[config.mk]
export PLATFORM = sky130hd
export DESIGN_NAME = bids_nway
export DESIGN_NICKNAME = d
export VERILOG_FILES = /design/src/rtl/bids_pkg.sv /design/src/rtl/bids_max_select.sv /design/src/rtl/bids_nway.sv
export SDC_FILE = /design/constraint.sdc
export NUM_CORES = 1
export LEC_CHECK = 0
export CORE_MARGIN = 8
export CORE_UTILIZATION = 39
export DETAILED_ROUTE_END_ITERATION = 8
export PLACE_DENSITY = 0.65
export SLEW_MARGIN = 15
export SYNTH_ARGS = -nofsm -noshare
export SYNTH_HDL_FRONTEND = slang
export SYNTH_HIERARCHICAL = 1
export SYNTH_SLANG_ARGS = --single-unit
[constraint.sdc]
create_clock -name clk -period 9.61 [get_ports clk]
set_input_delay 1.922 -clock clk [delete_from_list [all_inputs] [get_ports clk]]
set_output_delay 1.922 -clock clk [all_outputs]
set_load 0.1 [all_outputs]
[src/rtl/bids_pkg.sv]
// Shared types for the n-way sealed-bid auction block.
//   op_e    : controller opcodes carried on C_op
//   state_e : controller state
//   err_e   : controller error code reported on err
//   berr_e  : per-bidder error code reported on bidder_err
//   idx_width() : width of a bidder index for n bidders
package bids_pkg;

  typedef enum logic [3:0] {
    OP_NOOP       = 4'd0,
    OP_UNLOCK     = 4'd1,
    OP_LOCK       = 4'd2,
    OP_SEL_BIDDER = 4'd3,
    OP_LOAD_BAL   = 4'd4,
    OP_SET_MASK   = 4'd5,
    OP_SET_TIMER  = 4'd6,
    OP_BID_CHARGE = 4'd7
  } op_e;

  typedef enum logic [1:0] {
    ST_UNLOCKED = 2'd0,
    ST_LOCKED   = 2'd1,
    ST_ROUND    = 2'd2,
    ST_RESULT   = 2'd3
  } state_e;

  typedef enum logic [2:0] {
    ERR_NONE             = 3'd0,
    ERR_BAD_KEY          = 3'd1,
    ERR_ALREADY_UNLOCKED = 3'd2,
    ERR_START_UNLOCKED   = 3'd3,
    ERR_INVALID_OP       = 3'd4,
    ERR_DUP_MAX          = 3'd5,
    ERR_NO_BIDS          = 3'd6,
    ERR_BAD_INDEX        = 3'd7
  } err_e;

  typedef enum logic [1:0] {
    BERR_NONE     = 2'd0,
    BERR_INACTIVE = 2'd1,
    BERR_FUNDS    = 2'd2,
    BERR_DISABLED = 2'd3
  } berr_e;

  function automatic int idx_width(input int n);
    return (n > 1) ? $clog2(n) : 1;
  endfunction

endpackage

[src/rtl/bids_max_select.sv]
// Combinational maximum finder over the current bids.
//   amt     : NUM_BIDDERS packed amounts, bidder i at [i*BID_W +: BID_W]
//   max_idx : lowest index holding the maximum
//   max_amt : the maximum amount
//   tie     : more than one bidder holds a nonzero maximum
//   none    : every amount is zero
module bids_max_select
  import bids_pkg::*;
#(
  parameter int NUM_BIDDERS = 3,
  parameter int BID_W       = 16,
  parameter int IDX_W       = idx_width(NUM_BIDDERS)
) (
  input  logic [NUM_BIDDERS*BID_W-1:0] amt,
  output logic [IDX_W-1:0]             max_idx,
  output logic [BID_W-1:0]             max_amt,
  output logic                         tie,
  output logic                         none
);

  logic [3:0] hits;

  always_comb begin
    max_idx = '0;
    max_amt = '0;
    hits    = '0;
    for (int i = 0; i < NUM_BIDDERS; i++) begin
      if (amt[i*BID_W +: BID_W] > max_amt) begin
        max_amt = amt[i*BID_W +: BID_W];
        max_idx = IDX_W'(i);
      end
    end
    for (int i = 0; i < NUM_BIDDERS; i++) begin
      if (amt[i*BID_W +: BID_W] == max_amt) hits = hits + 4'd1;
    end
    none = (max_amt == '0);
    tie  = !none && (hits > 4'd1);
  end

endmodule

[src/rtl/bids_nway.sv]
// N-way sealed-bid auction controller.
//   clk, reset_n      : clock, asynchronous active-low reset
//   C_op/C_data       : controller opcode and operand, sampled every cycle
//   C_start           : round-active level; a rising edge in LOCKED opens a round
//   bid/retract       : per-bidder one-cycle requests, bid_amt the per-bidder amount
//   ack/win           : per-bidder one-cycle pulses
//   bidder_err        : per-bidder 2-bit error, balance per-bidder balances
//   ready/roundOver   : status, maxBid the winning amount, err the controller error
//
// state       | meaning
// ST_UNLOCKED | configuration ops accepted, rounds blocked
// ST_LOCKED   | only Unlock accepted; C_start rising opens a round
// ST_ROUND    | bids accepted, countdown running
// ST_RESULT   | single cycle picking the winner, then back to LOCKED
//
// The RESULT decision is registered, so win/roundOver/maxBid and the
// duplicate/no-bid errors appear on the first cycle after RESULT.
module bids_nway
  import bids_pkg::*;
#(
  parameter int               NUM_BIDDERS = 3,
  parameter int               BID_W       = 16,
  parameter int               VAL_W       = 32,
  parameter logic [VAL_W-1:0] KEY_RESET   = 32'h0F0F0F0F
) (
  input  logic                         clk,
  input  logic                         reset_n,
  input  logic [3:0]                   C_op,
  input  logic [VAL_W-1:0]             C_data,
  input  logic                         C_start,
  input  logic [NUM_BIDDERS-1:0]       bid,
  input  logic [NUM_BIDDERS-1:0]       retract,
  input  logic [NUM_BIDDERS*BID_W-1:0] bid_amt,
  output logic [NUM_BIDDERS-1:0]       ack,
  output logic [NUM_BIDDERS-1:0]       win,
  output logic [NUM_BIDDERS*2-1:0]     bidder_err,
  output logic [NUM_BIDDERS*VAL_W-1:0] balance,
  output logic                         ready,
  output logic                         roundOver,
  output logic [BID_W-1:0]             maxBid,
  output logic [2:0]                   err
);

  localparam int IDX_W = idx_width(NUM_BIDDERS);

  state_e                 state;
  logic [VAL_W-1:0]       key_q, timer_q, cost_q, count_q;
  logic [IDX_W-1:0]       idx_q;
  logic [NUM_BIDDERS-1:0] mask_q;
  logic                   start_q;
  logic [VAL_W-1:0]       bal_q  [NUM_BIDDERS];
  logic [BID_W-1:0]       curr_q [NUM_BIDDERS];

  logic [NUM_BIDDERS*BID_W-1:0] curr_flat;
  logic [IDX_W-1:0]             sel_idx;
  logic [BID_W-1:0]             sel_max;
  logic                         sel_tie, sel_none;
  logic                         unlock_ok;

  genvar g;
  for (g = 0; g < NUM_BIDDERS; g++) begin : g_pack
    assign curr_flat[g*BID_W +: BID_W] = curr_q[g];
    assign balance[g*VAL_W +: VAL_W]   = bal_q[g];
  end

  bids_max_select #(
    .NUM_BIDDERS (NUM_BIDDERS),
    .BID_W       (BID_W),
    .IDX_W       (IDX_W)
  ) u_max (
    .amt     (curr_flat),
    .max_idx (sel_idx),
    .max_amt (sel_max),
    .tie     (sel_tie),
    .none    (sel_none)
  );

  assign unlock_ok = (C_op == OP_UNLOCK) && (C_data == key_q);

  always_ff @(posedge clk or negedge reset_n) begin
    if (!reset_n) begin
      state      <= ST_UNLOCKED;
      key_q      <= KEY_RESET;
      timer_q    <= VAL_W'(15);
      cost_q     <= VAL_W'(1);
      count_q    <= '0;
      idx_q      <= '0;
      mask_q     <= '1;
      start_q    <= 1'b0;
      for (int i = 0; i < NUM_BIDDERS; i++) begin
        bal_q[i]  <= '0;
        curr_q[i] <= '0;
      end
      ack        <= '0;
      win        <= '0;
      bidder_err <= '0;
      ready      <= 1'b0;
      roundOver  <= 1'b0;
      maxBid     <= '0;
      err        <= ERR_NONE;
    end else begin
      start_q    <= C_start;
      ack        <= '0;
      win        <= '0;
      bidder_err <= '0;
      roundOver  <= 1'b0;
      err        <= ERR_NONE;
      ready      <= 1'b1;

      case (state)
        ST_UNLOCKED: begin
          // A start request while unlocked is a controller fault; the op is dropped.
          if (C_start) begin
            err <= ERR_START_UNLOCKED;
          end else begin
            case (C_op)
              OP_NOOP:      ;
              OP_UNLOCK:    err <= ERR_ALREADY_UNLOCKED;
              OP_LOCK: begin
                key_q <= C_data;
                state <= ST_LOCKED;
              end
              OP_SEL_BIDDER: begin
                if (C_data >= VAL_W'(NUM_BIDDERS)) err <= ERR_BAD_INDEX;
                else                               idx_q <= C_data[IDX_W-1:0];
              end
              OP_LOAD_BAL:   bal_q[idx_q] <= C_data;
              OP_SET_MASK:   mask_q <= C_data[NUM_BIDDERS-1:0];
              OP_SET_TIMER:  timer_q <= C_data;
              OP_BID_CHARGE: cost_q <= C_data;
              default:       err <= ERR_INVALID_OP;
            endcase
          end
        end

        ST_LOCKED: begin
          if (C_op == OP_UNLOCK) begin
            if (unlock_ok) state <= ST_UNLOCKED;
            else           err <= ERR_BAD_KEY;
          end else if (C_op != OP_NOOP) begin
            err <= ERR_INVALID_OP;
          end
          if (C_start && !start_q && !unlock_ok) begin
            state   <= ST_ROUND;
            count_q <= timer_q;
            maxBid  <= '0;
            ready   <= 1'b0;
            for (int i = 0; i < NUM_BIDDERS; i++) curr_q[i] <= '0;
          end
        end

        ST_ROUND: begin
          ready <= 1'b0;
          if (count_q != '0) count_q <= count_q - VAL_W'(1);
          // Leaving when the decremented count reaches zero gives exactly
          // `timer` round cycles, and a single cycle for timer 0.
          if (!C_start || (count_q < VAL_W'(2))) state <= ST_RESULT;
        end

        ST_RESULT: begin
          roundOver <= 1'b1;
          state     <= ST_LOCKED;
          if (sel_none) begin
            err <= ERR_NO_BIDS;
          end else if (sel_tie) begin
            err <= ERR_DUP_MAX;
          end else begin
            win[sel_idx]   <= 1'b1;
            maxBid         <= sel_max;
            bal_q[sel_idx] <= bal_q[sel_idx] - VAL_W'(sel_max);
          end
        end

        default: state <= ST_UNLOCKED;
      endcase

      for (int i = 0; i < NUM_BIDDERS; i++) begin
        if (bid[i] || retract[i]) begin
          if (state != ST_ROUND) begin
            bidder_err[2*i +: 2] <= BERR_INACTIVE;
          end else if (retract[i]) begin
            curr_q[i] <= '0;
          end else if (!mask_q[i]) begin
            bidder_err[2*i +: 2] <= BERR_DISABLED;
          end else if ((VAL_W+1)'(bal_q[i]) >=
                       (VAL_W+1)'(bid_amt[i*BID_W +: BID_W]) + (VAL_W+1)'(cost_q)) begin
            curr_q[i] <= bid_amt[i*BID_W +: BID_W];
            bal_q[i]  <= bal_q[i] - cost_q;
            ack[i]    <= 1'b1;
          end else begin
            bidder_err[2*i +: 2] <= BERR_FUNDS;
          end
        end
      end
    end
  end

endmodule

==> summary.json <==
{
  "logic_synthesis": {
    "synth-compound-area-share_pct": 25.76,
    "synth.area.top_cells": "sky130_fd_sc_hd__dfrtp_1, sky130_fd_sc_hd__ha_1, sky130_fd_sc_hd__xnor2_1",
    "yosys-mux-area-fraction_pct": 5.983,
    "ys_ff_latch": 313,
    "async_flop_share_pct": 100.0,
    "synth-xor-area-share_pct": 8.333,
    "synth_top_area_cell": "sky130_fd_sc_hd__dfrtp_1",
    "mappedNetlistNets": 3691,
    "mapped_cell_area_um2": 28800,
    "syn-mean-instance-area_um2": 8.734,
    "synth-simple-area-share_pct": 14.50,
    "yosys.area_share.adder_pct": 13.26,
    "synth_ff_type": "sky130_fd_sc_hd__dfrtp_1",
    "yosysSeqAreaShare_pct": 27.30,
    "post_synth_inst_count": 3297,
    "main_combinational_cell_family_by_area_after_synthesis": "compound AO/OA/AOI/OAI gates",
    "synth_cell_types": 107,
    "synth_warnings": 6,
    "synth_enable_flop_cells": 0,
    "synthDominantCellAreaShare_pct": 25.11
  },
  "worst_setup_path": {
    "critical_path.n_buffers_inverters": 5,
    "worstSetupPathType": "reg2reg",
    "worst_ep_arrival_time_ps": 9630,
    "slowest_stage": "sky130_fd_sc_hd__a2111oi_0",
    "setup.worst_path.end_class": "flip-flop",
    "critical_path_required_ps": 10110,
    "worst_path_largest_cell_delay_ps": 870,
    "crit_path_start_kind": "flip-flop",
    "path_max_fanout": 17,
    "crit_family": "compound AO/OA/AOI/OAI gates"
  },
  "timing": {
    "finalMaxSlewViolations": 0,
    "clock.fmax_mhz": 109.6,
    "slew_headroom_pct": 17.50,
    "finalCriticalPeriod_ps": 9123,
    "hold_ws_ps": 501.5,
    "finalCritPeriodShare_pct": 94.93,
    "timing.final.setup_violations": 0,
    "finalHoldViolations": 0,
    "worst_slew_pin_slew_ps": 1237,
    "finalSetupTns_ps": 0,
    "rsz0062_at_grt": "no",
    "clock_skew_ps": 44.83
  },
  "placement": {
    "dpl.hpwl_um": 92560,
    "postPlaceCellArea_um2": 32160,
    "gpl.final_weighted_congestion": 1.029,
    "port-buffer-count": 221
  },
  "routing": {
    "detail_route.wl_per_cell_um": 27.52,
    "drt_iter0_markers": 3747,
    "drcViolationCount": 2,
    "route.vias.total": 28300,
    "drtAntennaViolNets": 0,
    "routed_via_density": 6.345,
    "finalWirelength_um": 122700,
    "drt_pass_1_iters": 9
  },
  "die": {
    "dieArea_um2": 82790,
    "i_o_pin_cnt": 222,
    "placementRows": 99,
    "chipWidth_um": 287.7,
    "coreArea_um2": 73080,
    "initial_core_util_pct": 39.40,
    "fp.dieH_um": 287.7
  },
  "cts": {
    "cts_post_setup_buffers_inserted": 0,
    "cts_repair_resize_count": 0,
    "clkSlewWorstSetupHoldPaths_ps": 70,
    "clock-root-buffer": "sky130_fd_sc_hd__clkbuf_16",
    "cts_made_buffers": 39,
    "clockBufferDepth": 3,
    "cts.sinks": 313,
    "cts_hold_buffers": 0,
    "clock_insertion_delay_worst_skew_ps": 610,
    "htree_levels": 2,
    "clock_tree_from_tritoncts": "built"
  },
  "global_route": {
    "grt_max_degree": 135,
    "grt-ovfl-total": 0,
    "grt_first_pass_wirelength_um": 178000,
    "globalRouteTotalUtil_pct": 28.53,
    "grt_pass1_vias": 26950,
    "antenna_violations_before_repair": 3
  },
  "power": {
    "net-switching-power_w": 0.007218,
    "comb_power_share_pct": 70.2,
    "power.share.switching_pct": 54.86,
    "worst_ir_drop_vdd_uv": 224.7,
    "p_int_w": 0.005938,
    "static-leakage-power_nw": 14.51,
    "clk_pwr_share_pct": 12.0,
    "pwr-share-seq_pct": 17.8,
    "power.total_w": 0.01316,
    "powerDensity_nw_per_um2": 392.8
  },
  "final_layout": {
    "post-route-util_pct": 45.83,
    "final_layout_size_suffix_gt1_share_pct": 9.403,
    "final_net_count": 3864,
    "most_common_library_cell_in_the_layout_ignoring_fill_and_taps": "sky130_fd_sc_hd__ha_1",
    "layout.cells.most_common_list": "sky130_fd_sc_hd__ha_1, sky130_fd_sc_hd__dfrtp_1, sky130_fd_sc_hd__a21oi_1, sky130_fd_sc_hd__nand2_1, sky130_fd_sc_hd__o21ai_0",
    "areaGrowthSynthToFinish_pct": 16.31,
    "finish.instance_area_um2": 33490
  },
  "flow_run": {
    "maxCapViolations": 0
  },
  "run_status": {
    "violations": "design-rule violations",
    "status": "finished with violations"
  },
  "min_path": {
    "tightest_hold_check_type": "reg2reg"
  }
}
area by class of cell:
cell class | instances | area, µm²
Clock buffer | 62 | 1172
Inverter | 142 | 550.5
Antenna cell | 2 | 5.005
Clock inverter | 8 | 158.9
Timing Repair Buffer | 317 | 2950
Fill cell | 7125 | 39590
Sequential cell | 313 | 7863
Multi-Input combinational cell | 2657 | 19590
Tap cell | 959 | 1200
final timing paths:
path | slack [ps] | to | from | cells past startpoint
max in group asynchronous | 6540 | balance[13] | reset_n | 2
setup reg to reg | 490 | maxBid[10] | curr_flat[9] | 28
hold reg to reg | 500 | maxBid[12] | maxBid[12] | 2
min in group asynchronous | 1400 | timer_q[26] | reset_n | 1
setup / recovery | 490 | maxBid[10] | curr_flat[9] | 28
hold / removal | 500 | maxBid[12] | maxBid[12] | 2
layer usage:
layer  GRT usage, %  share of wire [%]  vias to the layer above
met5              0                  0                        -
li1               -                  -                    12690
met3          6.504                 10                      344
met2          44.30                 44                     1615
met1          36.38                 39                    13650
met4          16.16                6.6                        0
power by group through the flow:
stage / Combinational (W) / Clock, W / Sequential [W]
2_1_floorplan: 0.00571 / 0 / 0.00272
3_3_place_gp: 0.00889 / 0 / 0.00233
3_5_place_dp: 0.00892 / 0 / 0.00234
4_1_cts: 0.00899 / 0.00159 / 0.00232
5_1_grt: 0.00981 / 0.00165 / 0.00238
6_report: 0.00924 / 0.00158 / 0.00234
stage by stage:
stage | setup slack [ps] | std cells
4_1_cts | 685.2 | 4458
6_report | 487.0 | 4460
5_1_grt | 23.69 | 4459
2_1_floorplan | 1962 | 3297
3_5_place_dp | 609.0 | 4388
3_3_place_gp | 602.4 | 4388
Yosys cell counts, types with 10 or more instances:
cell and n:
sky130_fd_sc_hd__xor2_1 63, sky130_fd_sc_hd__and3_1 17, sky130_fd_sc_hd__ha_1 294, sky130_fd_sc_hd__o21ai_0 221, sky130_fd_sc_hd__mux2_2 83, sky130_fd_sc_hd__or2_2 15, sky130_fd_sc_hd__a22o_1 147, sky130_fd_sc_hd__buf_2 16
sky130_fd_sc_hd__a222oi_1 83, sky130_fd_sc_hd__a211o_1 10, sky130_fd_sc_hd__dfrtp_1 289, sky130_fd_sc_hd__buf_4 10, sky130_fd_sc_hd__nor4_1 29, sky130_fd_sc_hd__a31oi_1 18, sky130_fd_sc_hd__mux2i_1 74, sky130_fd_sc_hd__dfstp_2 24
sky130_fd_sc_hd__a21boi_0 10, sky130_fd_sc_hd__or4_1 13, sky130_fd_sc_hd__nor2_1 205, sky130_fd_sc_hd__nand2_1 242, sky130_fd_sc_hd__nand3_1 82, sky130_fd_sc_hd__or3_1 16, sky130_fd_sc_hd__clkbuf_1 136, sky130_fd_sc_hd__o31ai_1 16
sky130_fd_sc_hd__inv_1 137, sky130_fd_sc_hd__nor2b_1 37, sky130_fd_sc_hd__a2111oi_0 14, sky130_fd_sc_hd__nor3_1 42, sky130_fd_sc_hd__o21a_1 34, sky130_fd_sc_hd__o21bai_1 12, sky130_fd_sc_hd__buf_1 11, sky130_fd_sc_hd__nand2b_1 37
sky130_fd_sc_hd__a21o_1 69, sky130_fd_sc_hd__nand4_1 55, sky130_fd_sc_hd__a22oi_1 11, sky130_fd_sc_hd__o211ai_1 18, sky130_fd_sc_hd__a21oi_1 265, sky130_fd_sc_hd__o22ai_1 35, sky130_fd_sc_hd__and2_1 10, sky130_fd_sc_hd__a211oi_1 24
sky130_fd_sc_hd__xnor2_1 211
cells by family after synthesis:
kind of cell             count (synthesis)
buffers and inverters                  327
multiplexers                           161
AND/OR/NAND/NOR                        848
flip-flops                             313
adder cells (fa/ha/maj)                301
XOR/XNOR                               274
AO/OA/AOI/OAI                         1073
registers in the layout, indices dropped and copies added, names as in the netlist:
| name | count |
|---|---|
| ready | 1 |
| bidder_err | 6 |
| err | 3 |
| cost_q | 32 |
| ack | 3 |
| idx_q | 2 |
| roundOver | 1 |
| timer_q | 32 |
| curr_flat | 48 |
| key_q | 32 |
| win | 3 |
| count_q | 32 |
| maxBid | 16 |
| start_q | 1 |
| balance | 96 |
| mask_q | 3 |
| state | 2 |
worst register-to-register path: cells and delay by family (launching register included):
| family | cells | cell delay (ps) |
|---|---|---|
| multiplexers | 2 | 570 |
| AO/OA/AOI/OAI | 9 | 3270 |
| adder cells (fa/ha/maj) | 3 | 930 |
| buffers and inverters | 5 | 1090 |
| flip-flops | 1 | 450 |
| AND/OR/NAND/NOR | 9 | 2750 |
(Power assumes the default switching activity.)
